<file path="config.mk">
export PLATFORM = sky130hd
export DESIGN_NAME = character_jump
export DESIGN_NICKNAME = d
export VERILOG_FILES = /design/src/rtl/game_pkg.sv /design/src/rtl/anim_tick.sv /design/src/rtl/character_jump.sv
export SDC_FILE = /design/constraint.sdc
export NUM_CORES = 1
export LEC_CHECK = 0
export BUFFER_PORTS_ARGS = -buffer_cell sky130_fd_sc_hd__buf_4
export CAP_MARGIN = 40
export CORE_MARGIN = 3
export CORE_UTILIZATION = 40
export CTS_CLUSTER_DIAMETER = 50
export DETAILED_ROUTE_END_ITERATION = 16
export GPL_TIMING_DRIVEN = 0
export PLACE_DENSITY_LB_ADDON = 0.08
export SYNTH_ARGS = -nofsm -noshare
export SYNTH_HDL_FRONTEND = slang
export SYNTH_HIERARCHICAL = 1
export SYNTH_SLANG_ARGS = --single-unit
</file>
<file path="constraint.sdc">
create_clock -name clk -period 4.4 [get_ports clk]
set_clock_uncertainty 0.1 [all_clocks]
set_input_delay 0.88 -clock clk [delete_from_list [all_inputs] [get_ports clk]]
set_output_delay 0.88 -clock clk [all_outputs]
set_load 0.01 [all_outputs]
</file>
<file path="src/rtl/game_pkg.sv">
// Shared game constants: screen geometry, block column layout and motion state codes.
package game_pkg;

    localparam int unsigned SCREEN_W  = 1024;
    localparam int unsigned SCREEN_H  = 768;
    localparam int unsigned Y_GROUND  = 600;
    localparam int unsigned Y_FLOOR   = 768;

    localparam int unsigned COLS      = 8;
    localparam int unsigned COL_WIDTH = 128;
    localparam int unsigned X0        = 0;
    localparam int unsigned START_COL = 3;

    localparam int unsigned V0        = 16;
    localparam int unsigned FALL_DY   = 8;

    typedef enum logic [1:0] {
        IDLE = 2'd0,
        JUMP = 2'd1,
        FALL = 2'd2,
        DOWN = 2'd3
    } jump_state_e;

    typedef enum logic {
        DIR_RIGHT = 1'b0,
        DIR_LEFT  = 1'b1
    } dir_e;

endpackage

</file>
<file path="src/rtl/anim_tick.sv">
// Animation step divider: one-cycle tick every TICK_DIV clocks, restartable by clr.
module anim_tick #(
    parameter int unsigned TICK_DIV = 650000
) (
    input  logic clk,
    input  logic rst,
    input  logic clr,
    output logic tick
);

    localparam int unsigned CW = (TICK_DIV > 1) ? $clog2(TICK_DIV) : 1;
    localparam logic [CW-1:0] LAST = CW'(TICK_DIV - 1);
    localparam logic [CW-1:0] ONE  = CW'(1);

    logic [CW-1:0] count;

    assign tick = (count == LAST);

    always_ff @(posedge clk) begin
        if (!rst || clr || tick) begin
            count <= '0;
        end else begin
            count <= count + ONE;
        end
    end

endmodule

</file>
<file path="src/rtl/character_jump.sv">
// Character motion controller: parabolic hop to an adjacent column, landing check,
// fall animation on a miss, and the pixel position for the sprite renderer.
module character_jump #(
    parameter int unsigned TICK_DIV  = 650000,
    parameter int unsigned COLS      = game_pkg::COLS,
    parameter int unsigned COL_WIDTH = game_pkg::COL_WIDTH,
    parameter int unsigned X0        = game_pkg::X0,
    parameter int unsigned START_COL = game_pkg::START_COL,
    parameter int unsigned Y_GROUND  = game_pkg::Y_GROUND,
    parameter int unsigned V0        = game_pkg::V0,
    parameter int unsigned FALL_DY   = game_pkg::FALL_DY,
    parameter int unsigned Y_FLOOR   = game_pkg::Y_FLOOR
) (
    input  logic                     clk,
    input  logic                     rst,
    input  logic                     jump_left,
    input  logic                     jump_right,
    input  logic                     respawn,
    input  logic [COLS-1:0]          block_map,
    output logic [10:0]              xpos,
    output logic [10:0]              ypos,
    output logic [$clog2(COLS)-1:0]  column,
    output logic                     facing,
    output logic                     busy,
    output logic                     character_landed,
    output logic                     jump_fail
);

    import game_pkg::*;

    localparam int unsigned CW = $clog2(COLS);
    localparam int unsigned TW = $clog2(2*V0 + 2);

    localparam logic [TW-1:0]      T_LAST    = TW'(2*V0);
    localparam logic [TW-1:0]      T_ONE     = TW'(1);
    localparam logic signed [11:0] DX        = 12'(COL_WIDTH / (2*V0));
    localparam logic signed [11:0] X_START   = 12'(X0 + START_COL*COL_WIDTH);
    localparam logic signed [11:0] Y_GND     = 12'(Y_GROUND);
    localparam logic signed [11:0] Y_BOT     = 12'(Y_FLOOR);
    localparam logic signed [11:0] DY_FALL   = 12'(FALL_DY);
    localparam logic signed [11:0] VY_INIT   = 12'(V0);
    localparam logic signed [11:0] VY_ONE    = 12'sd1;
    localparam logic [CW-1:0]      COL_START = CW'(START_COL);
    localparam logic [CW-1:0]      COL_MAX   = CW'(COLS - 1);
    localparam logic [CW:0]        COLS_W    = (CW+1)'(COLS);
    localparam logic [CW+1:0]      C_ONE     = (CW+2)'(1);

    jump_state_e        state, state_n;
    dir_e               dir_q, dir_n;
    logic [CW-1:0]      col_q, col_n;
    logic signed [11:0] x_q, x_n, y_q, y_n, vy_q, vy_n, y_fall;
    logic [TW-1:0]      t_q, t_n;
    logic               face_q, face_n, land_q, land_n, fail_q, fail_n;
    logic               tick, accept;
    logic [CW+1:0]      target;
    logic               off_grid, target_ok;
    logic [CW-1:0]      target_sat;

    anim_tick #(.TICK_DIV(TICK_DIV)) u_tick (
        .clk  (clk),
        .rst  (rst),
        .clr  (accept),
        .tick (tick)
    );

    always_comb begin
        accept = (state == IDLE) && !respawn && (jump_left ^ jump_right);

        // target carries a sign bit at [CW+1] so a hop left from column 0 reads as off-grid
        target     = (dir_q == DIR_LEFT) ? {2'b00, col_q} - C_ONE : {2'b00, col_q} + C_ONE;
        off_grid   = target[CW+1] || (target[CW:0] >= COLS_W);
        target_ok  = !off_grid && block_map[target[CW-1:0]];
        target_sat = target[CW+1] ? '0 : (off_grid ? COL_MAX : target[CW-1:0]);
        y_fall     = y_q + DY_FALL;

        state_n = state;
        dir_n   = dir_q;
        col_n   = col_q;
        x_n     = x_q;
        y_n     = y_q;
        vy_n    = vy_q;
        t_n     = t_q;
        face_n  = face_q;
        land_n  = 1'b0;
        fail_n  = 1'b0;

        case (state)
            IDLE: begin
                if (accept) begin
                    state_n = JUMP;
                    dir_n   = jump_left ? DIR_LEFT : DIR_RIGHT;
                    face_n  = jump_left;
                    t_n     = '0;
                    vy_n    = VY_INIT;
                end
            end
            JUMP: begin
                if (tick) begin
                    y_n  = y_q - vy_q;
                    vy_n = vy_q - VY_ONE;
                    t_n  = t_q + T_ONE;
                    if (t_q < T_LAST) begin
                        x_n = (dir_q == DIR_LEFT) ? x_q - DX : x_q + DX;
                    end else if (target_ok) begin
                        col_n   = target[CW-1:0];
                        land_n  = 1'b1;
                        state_n = IDLE;
                    end else begin
                        col_n   = target_sat;
                        fail_n  = 1'b1;
                        state_n = FALL;
                    end
                end
            end
            FALL: begin
                if (tick) begin
                    if (y_fall >= Y_BOT) begin
                        y_n     = Y_BOT;
                        state_n = DOWN;
                    end else begin
                        y_n = y_fall;
                    end
                end
            end
            default: ;
        endcase

        if (respawn) begin
            state_n = IDLE;
            col_n   = COL_START;
            x_n     = X_START;
            y_n     = Y_GND;
            land_n  = 1'b0;
            fail_n  = 1'b0;
        end
    end

    always_ff @(posedge clk) begin
        if (!rst) begin
            state  <= IDLE;
            dir_q  <= DIR_RIGHT;
            col_q  <= COL_START;
            x_q    <= X_START;
            y_q    <= Y_GND;
            vy_q   <= '0;
            t_q    <= '0;
            face_q <= 1'b0;
            land_q <= 1'b0;
            fail_q <= 1'b0;
        end else begin
            state  <= state_n;
            dir_q  <= dir_n;
            col_q  <= col_n;
            x_q    <= x_n;
            y_q    <= y_n;
            vy_q   <= vy_n;
            t_q    <= t_n;
            face_q <= face_n;
            land_q <= land_n;
            fail_q <= fail_n;
        end
    end

    assign xpos             = x_q[10:0];
    assign ypos             = y_q[10:0];
    assign column           = col_q;
    assign facing           = face_q;
    assign busy             = (state != IDLE);
    assign character_landed = land_q;
    assign jump_fail        = fail_q;

endmodule

</file>
### Word level (Yosys, flattened, before mapping)

Index checks and enable logic that the tools add are counted.

| word-level totals | value |
|---|---|
| register bits after elaboration | 71 |

| cells by class | value |
|---|---|
| add/sub/neg operators | 9 |
| $lt $le $gt $ge | 4 |
| equality and inequality tests | 8 |
| mux-type cells | 27 |
| bitwise gates (word level) | 5 |
| reductions and logical operators | 22 |

Operator list:

| kind | number |
|---|---|
| 12-bit two-way mux | 6 |
| 12-bit one-hot mux with 2 select lines | 2 |
| 20-bit by 1-bit adder with 20-bit output, second input constant | 1 |
| 20-bit equality test, second input constant | 1 |
| 12-bit by 4-bit adder with 12-bit output, second input constant | 1 |
| 12-bit by 5-bit adder with 12-bit output, second input constant | 1 |
| 12-bit by 11-bit greater-or-equal comparator with 1-bit output, second input constant | 1 |
| 2-bit two-way mux | 6 |
| 6-bit two-way mux | 2 |
| 6-bit one-hot mux with 2 select lines | 1 |
| 3-bit AND reduction | 4 |
| 12-bit subtractor | 1 |
| 12-bit by 2-bit subtractor with 12-bit output, second input constant | 1 |
| 12-bit by 4-bit subtractor with 12-bit output, second input constant | 1 |
| 3-bit two-way mux | 3 |
| 6-bit by 1-bit adder with 6-bit output, second input constant | 1 |
| 6-bit less-than comparator, second input constant | 1 |
| 2-bit by 1-bit inequality test with 1-bit output, second input constant | 3 |
| 2-bit one-hot mux with 3 select lines | 1 |
| 6-bit AND reduction | 1 |
| 2-bit nonzero test | 3 |
| 5-bit two-way mux | 1 |
| 5-bit OR reduction | 1 |
| 3-bit by 1-bit adder with 4-bit output, second input constant | 1 |
| 17 further kinds | 30 |

### Depth between registers and ports, before layout

Gate-level depths: netlist (run 1).

| logic depth | value |
|---|---|
| depth after elaboration | 10 |
| mapped depth | 10 |

### Cells and area by module

Netlist (run 1), hierarchy kept.

By module, submodules not included:

| module | instances | cells an instance | area each (um^2) |
|---|---|---|---|
| character_jump | 1 | 453 | 3,550.9 |
| anim_tick | 1 | 105 | 938.4 |

### Worst setup path before layout (run 1)

Ideal clock, no wire load.

| timing path | value |
|---|---|
| path kind | reg-to-reg |
| start | reg u_tick.count[5] |
| end | reg x_q[10] |
| library setup time | 0.070 ns |
| arrival | 2.482 ns |
| required time | 4.230 ns |
| path slack | 1.748 ns |
| stages on the path, launching flop included | 7 |
| buffers on the path | 0 |
| cells stage by stage | dfxtp_1 -> or4b_1 -> nor4_1 -> inv_1 -> or3_1 -> or4_1 -> a21oi_1 |

| between the ends | value |
|---|---|
| word-level cells in the longest chain between the ends | 2 |

RTL lines:

| element | line | RTL |
|---|---|---|
| start: declaration | anim_tick.sv:15 | `logic [CW-1:0] count;` |
| start signal: assignment | anim_tick.sv:23 | `count <= count + ONE;` |
| 20-bit equality test | anim_tick.sv:17 | `assign tick = (count == LAST);` |
| via tick | character_jump.sv:54 | `logic tick, accept;` |
| 3-bit AND reduction (no source line) | - |  |
| end signal: assignment | character_jump.sv:154 | `x_q <= x_n;` |
| end: declaration | character_jump.sv:51 | `logic signed [11:0] x_q, x_n, y_q, y_n, vy_q, vy_n, y_fall;` |

The timed path passes the listed nets, and every way through them passes these cells.
A chain may end at the register's enable or synchronous reset.

### Worst setup path after layout (run 1)

| timing path | value |
|---|---|
| start | reg u_tick.count[7] |
| end | reg state[0] |

| between the ends | value |
|---|---|
| word-level cells in the longest chain between the ends | 3 |
| elaborated cells on any way between the ends | 4 |
| classes of those cells | eq/ne: 3; reduce/logical: 1 |

RTL lines:

| element | line | RTL |
|---|---|---|
| 20-bit equality test (*) | anim_tick.sv:17 |  |
| via tick | character_jump.sv:54 |  |
| 2-bit by 1-bit inequality test with 1-bit output (no source line) | - |  |
| 6-bit AND reduction (no source line) (*) | - |  |
| end signal: assignment | character_jump.sv:151 | `state <= state_n;` |
| end: declaration | character_jump.sv:48 | `jump_state_e state, state_n;` |

Mark *: on every way through the listed nets, which the timed path passes. The rest lies on a longest branch.

==> out/qor.yml, run 1 <==
status:
  status: "finished, final reports clean"
synthesis:
  synth_common_cells: "67 x dfxtp_1, 63 x nor2_1, 49 x nand2_1, 36 x a21oi_1, 30 x inv_1"
  synth_most_common_cell: "dfxtp_1"
  ys_types: 72
  synth_area_leaders: "dfxtp_1 30%, ha_1 8.1%, xnor2_1 5.7%"
  avgSynthCellArea_um2: 8.05
  post-synth-top-area-cell: "dfxtp_1"
  synth_area_um2: 4490
  synth-main-ff-cell: "dfxtp_1"
  async_reset_ff_share_pct: 0
  ys_warn_count: 6
  synth_edf_count: 0
  ys_seq_area_share_pct: 29.9
  syn_inst: 558
  yosys.area.top_type_share_pct: 29.9
  ys_ff_latch: 67
setup_path:
  r2r_cells: 9
  slowest_stage: "nor4_1"
  cp_cell_sequence: "nor4_1, nand4_1, nor4_1, inv_1, a21oi_1, a21oi_1, a211o_1, or3_1, a21oi_1"
  endpoint_kind: "register"
  cp_max_fo: 5
  r2r_end: "state[0]"
  cp-startpoint: "u_tick/count[7]"
  worst-r2r-setup-slack_ps: 1210
  critPathCapture: "state[0]"
  cp.arrival_ps: 3370
  r2r-start: "u_tick/count[7]"
  slowest_delay_ps: 710
  critPathKind: "reg2reg"
  cp-start-kind: "register"
  critPathMostFrequentCell: "a21oi_1"
  crit_required_ps: 4580
clocking:
  cts_resized: 0
  htreeDepth: 3
  clk_latency_ps: 350
  cts-root-buf: "clkbuf_8"
  tritoncts: "yes"
  clock-sinks: 67
  post_cts_buffers: 0
  cts_buffer_depth: 2
  path_clk_slew_ps: 80
  ctsHoldBuffers: 0
  cts_made_buffers: 9
pwr:
  finalPower_mw: 1.50
  netSwitchingPower_uw: 441
  switching_share_pct: 29.4
  seq_power_share_pct: 42.7
  p_per_area_nw_per_um2: 290
  clock_power_share_pct: 40.0
  ir_drop_uv: 184
  p_int_mw: 1.06
  p_comb_share_pct: 17.3
  p_leak_nw: 2.04
drt:
  num_vias: 4035
  ant_nets: 0
  routed_wl_mm: 11.0
  routedWlPerCell_um: 14.6
  firstDrtPassIters: 5
  drt-initial-drc-count: 169
  wl_met1_mm: 5.34
  dr_wl_met3_um: 493
  drc: 0
  routed.top_layer: "met4"
  met2WireLength_mm: 5.03
  viasPerCell: 5.35
global_route:
  antenna_found_initial: 0
  grt_max_degree: 14
  grt_pass1_wl_mm: 18.5
  grt_use_total_pct: 17.9
  gr-total-overflow: 0
  grt_pass1_vias: 3892
placement:
  port_buffers: 39
  dpl.hpwl_mm: 8.25
  place_congestion: 0.951
die:
  die_area_um2: 12500
  core_um2: 10900
  die_w_um: 112
  start_util_pct: 41.2
  rows: 38
  ios: 42
  die_h_um: 112
cells_and_area:
  area_delta_synth_final_pct: 15.5
  antenna_cells: 0
  drive_gt1_share_pct: 15.6
  num-nets-final: 653
sta:
  worstMarginPinSlew_ps: 773
  period_minus_slack_ps: 3190
  grt_setup_unrepaired: "false"
  timing.final.hold_violations: 0
  max_freq_mhz: 313
  final.setup.tns_ps: 0
  min_period_over_period_pct: 72.5
  setup_viol: 0
  max-slew-margin-rel_pct: 48.1
  drv_slew: 0
worst_hold_path:
  hold_class: "reg2reg"
job:
  cap_violations: 0
final cells by class:
type	instances	area (µm²)
fill	1086	5700
multi-input combinational	430	2850
sequential	67	1340
timing repair buffer	39	293
buffer	30	178
tap	140	175
clock buffer	9	124
inverter	32	120
clock inverter	7	100
worst min path at each step:
stage                    startpoint               to  slack (ps)  depth (start not counted)
floorplan           u_tick/count[0]  u_tick/count[0]         330                          1
global placement    u_tick/count[0]  u_tick/count[0]         350                          1
detailed placement  u_tick/count[0]  u_tick/count[0]         370                          1
CTS                          x_q[6]           x_q[6]         380                          2
global route                 x_q[6]           x_q[6]         410                          2
finish              u_tick/count[0]  u_tick/count[0]         380                          1
stage by stage:
stage          setup slack, ps  area (µm²)  hold WS [ps]  util [%]  instances
6_report                  1210        5180           378      47.6        754
2_1_floorplan             1750        4490           330         -        559
3_5_place_dp              1220        4960           367      45.6        738
3_3_place_gp              1200        4960           347      45.6        738
5_1_grt                    888        5180           406      47.6        754
4_1_cts                   1180        5180           383      47.6        754
state kept, by name (all words and copies together) (netlist names):
| signal | count |
|---|---|
| state | 2 |
| vy_q | 12 |
| column | 3 |
| u_tick/count | 20 |
| dir_q | 1 |
| y_q | 12 |
| t_q | 6 |
| x_q | 9 |
| character_landed | 1 |
| jump_fail | 1 |
cells by family (layout without fill, tap and decap cells):
group,Yosys count,in the layout,synth area share [%]
buffers and inverters,62,117,6.63
AO/OA/AOI/OAI,121,121,18.0
flip-flops,67,67,29.9
XOR/XNOR,47,47,9.34
other,1,2,0.0835
AND/OR/NAND/NOR,224,224,25.3
adder cells (fa/ha/maj),31,31,8.97
multiplexers,5,5,1.78
layer usage:
metal,up-vias,GRT usage (%)
met4,0,5.45
met3,9,3.70
met2,94,29.1
met1,1855,24.0
met5,-,0
li1,2077,-
power groups by stage:
| stage | registers [mW] | logic (mW) | clock network [mW] |
|---|---|---|---|
| 2_1_floorplan | 0.651 | 0.200 | 0 |
| 3_3_place_gp | 0.655 | 0.254 | 0 |
| 3_5_place_dp | 0.655 | 0.258 | 0 |
| 4_1_cts | 0.641 | 0.259 | 0.619 |
| 5_1_grt | 0.644 | 0.294 | 0.644 |
| 6_report | 0.641 | 0.260 | 0.601 |
cell usage in the layout, fill, tap and decap left out, types with 3 or more instances in the layout:
cell type / Yosys / final
dfxtp_1: 67 / 67
ha_1: 29 / 29
a31oi_1: 6 / 6
a211o_1: 3 / 3
o21ai_0: 14 / 14
nor4_1: 11 / 11
nor3_1: 20 / 20
nor2b_1: 6 / 6
a21o_1: 5 / 5
nand3b_1: 3 / 3
o21ai_1: 9 / 9
nor4_2: 3 / 3
o211ai_1: 8 / 8
o21a_1: 4 / 4
a21oi_1: 36 / 36
xnor2_1: 29 / 29
nand3_1: 25 / 25
xor2_1: 17 / 17
a211oi_1: 5 / 5
and2_1: 4 / 4
inv_1: 30 / 30
o21bai_1: 3 / 3
buf_2: 7 / 7
buf_4: 13 / 52
nand2_1: 49 / 49
nand4_1: 9 / 9
clkbuf_1: 9 / 9
clkbuf_8: 0 / 9
nand2b_1: 4 / 4
nor2_1: 63 / 63
or3_1: 6 / 6
o22ai_1: 3 / 3
and3_1: 8 / 8
worst max-delay path, delay by kind of cell, from the launching register on:
| kind | cells | cell delay (ps) |
|---|---|---|
| and+or+nand+nor | 4 | 1630 |
| buffers and inverters | 1 | 240 |
| AOI/OAI and AO/OA | 4 | 780 |
| DFF | 1 | 360 |
Note: power is estimated with default switching activity, not from simulation.
==> run 2: changes to the inputs <==
==> constraint.sdc (replaced) <==
create_clock -name clk -period 2.8 [get_ports clk]
set_clock_uncertainty 0.1 [all_clocks]
set_input_delay 0.56 -clock clk [delete_from_list [all_inputs] [get_ports clk]]
set_output_delay 0.56 -clock clk [all_outputs]
set_load 0.01 [all_outputs]
==> out/qor.yml, run 2 (synthesis gave the netlist of run 1 again) <==
status:
  status: "finished, final reports clean"  # unchanged
cells_and_area:
  num-nets-final: 656  # was 653
  design_area_um2: 5250  # was 5180 µm²
  fin_cells: 757  # was 754
  largest-register: "u_tick/count"  # unchanged
  fin_util_pct: 48.2  # was 47.6%
  largest_registers: "u_tick/count (20), vy_q (12), y_q (12)"  # unchanged
  drive_gt1_share_pct: 17.2  # was 15.6%
  final_cell_mix: "66 x dfxtp_1, 62 x nor2_1, 56 x buf_4"  # was 67 x dfxtp_1, 63 x nor2_1, 52 x buf_4
  area_delta_synth_final_pct: 16.9  # was 15.5%
  largest_reg_flops: 20  # unchanged
  antenna_cells: 0  # unchanged
  layout.cells.most_common: "dfxtp_1"  # unchanged
drt:
  num_vias: 4076  # was 4035
  firstDrtPassIters: 5  # unchanged
  viasPerCell: 5.38  # was 5.35
  drt-initial-drc-count: 166  # was 169
  routed_wl_mm: 11.1  # was 11.0 mm
  routedWlPerCell_um: 14.6  # about the same
  drc: 0  # unchanged
  ant_nets: 0  # unchanged
setup_path:
  crit_required_ps: 2980  # was 4580 ps
  r2r_end: "state[1]"  # was state[0]
  endpoint_kind: "register"  # unchanged
  cp.arrival_ps: 2840  # was 3370 ps
  worst-r2r-setup-slack_ps: 140  # was 1210 ps
  critPathKind: "reg2reg"  # unchanged
  cp-start-kind: "register"  # unchanged
  r2r-start: "u_tick/count[5]"  # was u_tick/count[7]
  critPathCapture: "state[1]"  # was state[0]
  cp-startpoint: "u_tick/count[5]"  # was u_tick/count[7]
  cp_max_fo: 5  # unchanged
  r2r_cells: 8  # was 9
clocking:
  clock-sinks: 67  # unchanged
  tritoncts: "yes"  # unchanged
  cts_buffer_depth: 2  # unchanged
  htreeDepth: 3  # unchanged
  cts_made_buffers: 9  # unchanged
  clk_latency_ps: 350  # about the same
  ctsHoldBuffers: 0  # unchanged
  cts-root-buf: "clkbuf_8"  # unchanged
  path_clk_slew_ps: 80  # about the same
sta:
  timing.final.hold_violations: 0  # unchanged
  period_minus_slack_ps: 2660  # was 3190 ps
  drv_slew: 0  # unchanged
  setup_viol: 0  # unchanged
  max-slew-margin-rel_pct: 47.0  # was 48.1%
  min_period_over_period_pct: 95.0  # was 72.5%
  grt_setup_unrepaired: "true"  # was false
  max_freq_mhz: 376  # was 313 MHz
  worstMarginPinSlew_ps: 789  # was 773 ps
  layout_setup_ws_ps: 139  # was 1210 ps
global_route:
  grt_pass1_wl_mm: 18.6  # was 18.5 mm
  gr-total-overflow: 0  # unchanged
  grt_pass1_vias: 3903  # was 3892
  antenna_found_initial: 0  # unchanged
  grt_use_total_pct: 17.9  # about the same
  grt_max_degree: 14  # unchanged
pwr:
  ir_drop_uv: 289  # was 184 µV
  switching_share_pct: 29.4  # about the same
  clock_power_share_pct: 39.9  # was 40.0%
  p_leak_nw: 2.07  # was 2.04 nW
  p_comb_share_pct: 17.3  # about the same
  p_per_area_nw_per_um2: 449  # was 290 nW/µm²
  netSwitchingPower_uw: 692  # was 441 µW
  p_int_mw: 1.67  # was 1.06 mW
  seq_power_share_pct: 42.8  # was 42.7%
  finalPower_mw: 2.36  # was 1.50 mW
worst_hold_path:
  hold_class: "reg2reg"  # unchanged
  whs_path_depth: 1  # unchanged
die:
  die_area_um2: 12500  # unchanged
  die_h_um: 112  # unchanged
  ios: 42  # unchanged
  start_util_pct: 41.2  # unchanged
  core_um2: 10900  # unchanged
  rows: 38  # unchanged
  die_w_um: 112  # unchanged
placement:
  port_buffers: 39  # unchanged
  place_congestion: 0.951  # unchanged
  pre_cts_ws_ps: -382  # was 1220 ps
  place_area_um2: 4960  # unchanged
  dpl.hpwl_mm: 8.25  # unchanged
  dp_cells: 738  # unchanged
job:
  cap_violations: 0  # unchanged
-- run 2: cell types whose count changed in the layout (fill, tap and decap cells not counted), sizes merged --
cell and delta:
clkbuf -1, buf +4
-- run 2: routing by layer --
| metal | wire length (µm) | global-route usage, % | vias to the layer above |
|---|---|---|---|
| li1 | - | - | 2087 |
| met3 | 467 | 3.70 | 12 |
| met2 | 5090 | 29.3 | 80 |
| met4 | 139 | 5.45 | 0 |
| met5 | 0 | 0 | - |
| met1 | 5400 | 24.0 | 1897 |
-- run 2: through the flow --
step           hold slack (ps)  TNS, ps
2_1_floorplan              330        0
3_3_place_gp               347    -9350
3_5_place_dp               367    -7190
4_1_cts                    355        0
5_1_grt                    388    -31.4
6_report                   377        0
-- run 2: worst min path at each step --
| stage | from | end |
|---|---|---|
| global placement | u_tick/count[0] | u_tick/count[0] |
| CTS | rst | dir_q |
| global route | rst | vy_q[4] |
| finish | u_tick/count[0] | u_tick/count[0] |
| detailed placement | u_tick/count[0] | u_tick/count[0] |
| floorplan | u_tick/count[0] | u_tick/count[0] |
-- run 2: final cells by class --
class / count / area [µm²]
inverters: 32 / 120
flip-flops and latches: 67 / 1350
plain buffers: 29 / 173
fillers: 1081 / 5640
well taps: 140 / 175
multi-input cells: 430 / 2890
clock inverters: 7 / 100
repair buffers: 43 / 323
clock buffers: 9 / 124
-- run 2: power groups by stage --
stage               Sequential [mW]  Clock, mW  Combinational (mW)
detailed placement             1.03          0               0.405
floorplan                      1.02          0               0.315
CTS                            1.01      0.972               0.408
global route                   1.01       1.01               0.461
global placement               1.03          0               0.399
finish                         1.01      0.941               0.408
-- run 2: worst max-delay path: stages (launching register included) --
cell and delay, ps:
dfxtp_1 390, or4b_1 600, nor4_4 350, inv_2 120, a21oi_1 190, a21oi_1 60, a211o_1 320, or2_1 230
o31ai_2 230
-- run 2: repair_timing --
| item | 4_1_cts | 5_1_grt |
|---|---|---|
| pin swaps | 1 | 3 |
| gates resized for setup | 4 | 6 |
| setup endpoints to repair | 41 | 17 |
| setup buffers | 1 | 3 |
==> run 3: changes to the inputs <==
--- a/config.mk
+++ b/config.mk
@@ -12,7 +12,7 @@
 export CTS_CLUSTER_DIAMETER = 50
 export DETAILED_ROUTE_END_ITERATION = 16
 export GPL_TIMING_DRIVEN = 0
-export PLACE_DENSITY_LB_ADDON = 0.08
+export PLACE_DENSITY = 0.58
 export SYNTH_ARGS = -nofsm -noshare
 export SYNTH_HDL_FRONTEND = slang
 export SYNTH_HIERARCHICAL = 1
==> out/qor.yml, run 3 (synthesis gave the netlist of run 1 again) <==
status:
  status: "finished, final reports clean"  # unchanged
pwr:
  p_per_area_nw_per_um2: 419  # was 449 nW/µm²
  p_leak_nw: 2.04  # was 2.07 nW
  ir_drop_uv: 306  # was 289 µV
  finalPower_mw: 2.18  # was 2.36 mW
job:
  cap_violations: 0  # unchanged
global_route:
  grt_pass1_vias: 3855  # was 3903
  gr-total-overflow: 0  # unchanged
  grt_pass1_wl_mm: 18.6  # about the same
  grt_use_total_pct: 18.2  # was 17.9%
  grt_max_degree: 13  # was 14
  antenna_found_initial: 0  # unchanged
setup_path:
  cp.arrival_ps: 2800  # was 2840 ps
  critPathKind: "reg2reg"  # unchanged
  crit_required_ps: 3000  # was 2980 ps
  endpoint_kind: "register"  # unchanged
  cp_max_fo: 5  # unchanged
  cp-start-kind: "register"  # unchanged
  cp_cell_sequence: "or4b_1, nor4_4, inv_2, or3_1, or4_1, a21oi_1"  # was or4b_1, nor4_4, inv_2, a21oi_1, a21oi_1, a211o_1, or2_1, o31ai_2
  slowest_delay_ps: 600  # about the same
  slowest_stage: "or4b_1"  # unchanged
drt:
  firstDrtPassIters: 5  # unchanged
  drc: 0  # unchanged
  viasPerCell: 5.37  # was 5.38
  routed_wl_mm: 11.2  # was 11.1 mm
  num_vias: 4067  # was 4076
  drt-initial-drc-count: 209  # was 166
  routedWlPerCell_um: 14.8  # was 14.6 µm
  ant_nets: 0  # unchanged
clocking:
  cts-root-buf: "clkbuf_8"  # unchanged
  cts_made_buffers: 9  # unchanged
  path_clk_slew_ps: 80  # about the same
  clk_latency_ps: 360  # was 350 ps
  htreeDepth: 3  # unchanged
  tritoncts: "yes"  # unchanged
  clock-sinks: 67  # unchanged
  cts_buffer_depth: 2  # unchanged
cells_and_area:
  num-nets-final: 656  # unchanged
  largest_reg_flops: 20  # unchanged
  final_cell_mix: "65 x dfxtp_1, 62 x nor2_1, 56 x buf_4"  # was 66 x dfxtp_1, 62 x nor2_1, 56 x buf_4
  layout.cells.most_common: "dfxtp_1"  # unchanged
  drive_gt1_share_pct: 17.0  # was 17.2%
  largest_registers: "u_tick/count (20), vy_q (12), y_q (12)"  # unchanged
  antenna_cells: 0  # unchanged
  area_delta_synth_final_pct: 15.6  # was 16.9%
  design_area_um2: 5190  # was 5250 µm²
  largest-register: "u_tick/count"  # unchanged
  fin_cells: 757  # unchanged
  fin_util_pct: 47.7  # was 48.2%
sta:
  setup_viol: 0  # unchanged
  period_minus_slack_ps: 2600  # was 2660 ps
  timing.final.hold_violations: 0  # unchanged
  layout_setup_ws_ps: 201  # was 139 ps
  grt_setup_unrepaired: "false"  # was true
  final.setup.tns_ps: 0  # unchanged
  drv_slew: 0  # unchanged
  max_freq_mhz: 385  # was 376 MHz
  max-slew-margin-rel_pct: 48.5  # was 47.0%
  worstMarginPinSlew_ps: 766  # was 789 ps
  min_period_over_period_pct: 92.8  # was 95.0%
  holdWs_ps: 369  # was 377 ps
die:
  rows: 38  # unchanged
  core_um2: 10900  # unchanged
  die_area_um2: 12500  # unchanged
  die_h_um: 112  # unchanged
  ios: 42  # unchanged
  die_w_um: 112  # unchanged
  start_util_pct: 41.2  # unchanged
placement:
  dp_cells: 738  # unchanged
  pre_cts_ws_ps: -438  # was -382 ps
  port_buffers: 39  # unchanged
  place_area_um2: 4960  # unchanged
  dpl.hpwl_mm: 8.42  # was 8.25 mm
  place_congestion: 0.833  # was 0.951
worst_hold_path:
  hold_class: "reg2reg"  # unchanged
run 3: cell types whose count changed in the layout (fill, tap and decap cells not counted), sizes merged:
cell,change
clkinvlp,+3
inv,-2
bufinv,-2
buf,+1
run 3: final cells by class:
class                      instances  area [µm²]
clock buffer                      10         138
clock inverter                     6        41.3
buffer                            29         174
multi-input combinational        430        2870
timing repair buffer              43         323
inverter                          32         120
tap                              140         175
sequential                        67        1350
fill                            1064        5700
run 3: power by group:
group | switching [mW] | leakage [nW] | internal [mW]
sequential | 0.0304 | 0.543 | 0.978
clock | 0.418 | 0.0843 | 0.343
combinational | 0.228 | 1.42 | 0.179
total | 0.676 | 2.04 | 1.50
run 3: final timing paths:
kind	startpoint	to	slack [ps]	depth (start not counted)
max reg2reg	u_tick/count[5]	x_q[10]	200	6
min	u_tick/count[0]	u_tick/count[0]	370	1
max	u_tick/count[5]	x_q[10]	200	6
min reg2reg	u_tick/count[0]	u_tick/count[0]	370	1
run 3: metal layers:
| metal | vias up | wire length [µm] | share of wire (%) | track usage, % |
|---|---|---|---|---|
| met2 | 90 | 5230 | 47 | 29.1 |
| met4 | 0 | 110 | 0.98 | 5.37 |
| met1 | 1887 | 5360 | 48 | 24.4 |
| met3 | 8 | 501 | 4.5 | 4.67 |
| li1 | 2082 | - | - | - |
| met5 | - | 0 | 0 | 0 |
run 3: timing repair:
action                                  in CTS  in global routing
gates cloned                                 0                  0
hold buffers                                 0                  0
buffers inserted                             1                  3
pin swaps                                    1                  2
resized for setup                            3                  5
hold endpoints to repair                     0                  0
endpoints found under the setup margin      44                 23
run 3: critical path: cells and delay by family, from the launching register on:
| kind | cells | cell delay (ps) |
|---|---|---|
| simple gates | 4 | 1800 |
| compound gates | 1 | 140 |
| flops | 1 | 400 |
| buf+inv | 1 | 100 |
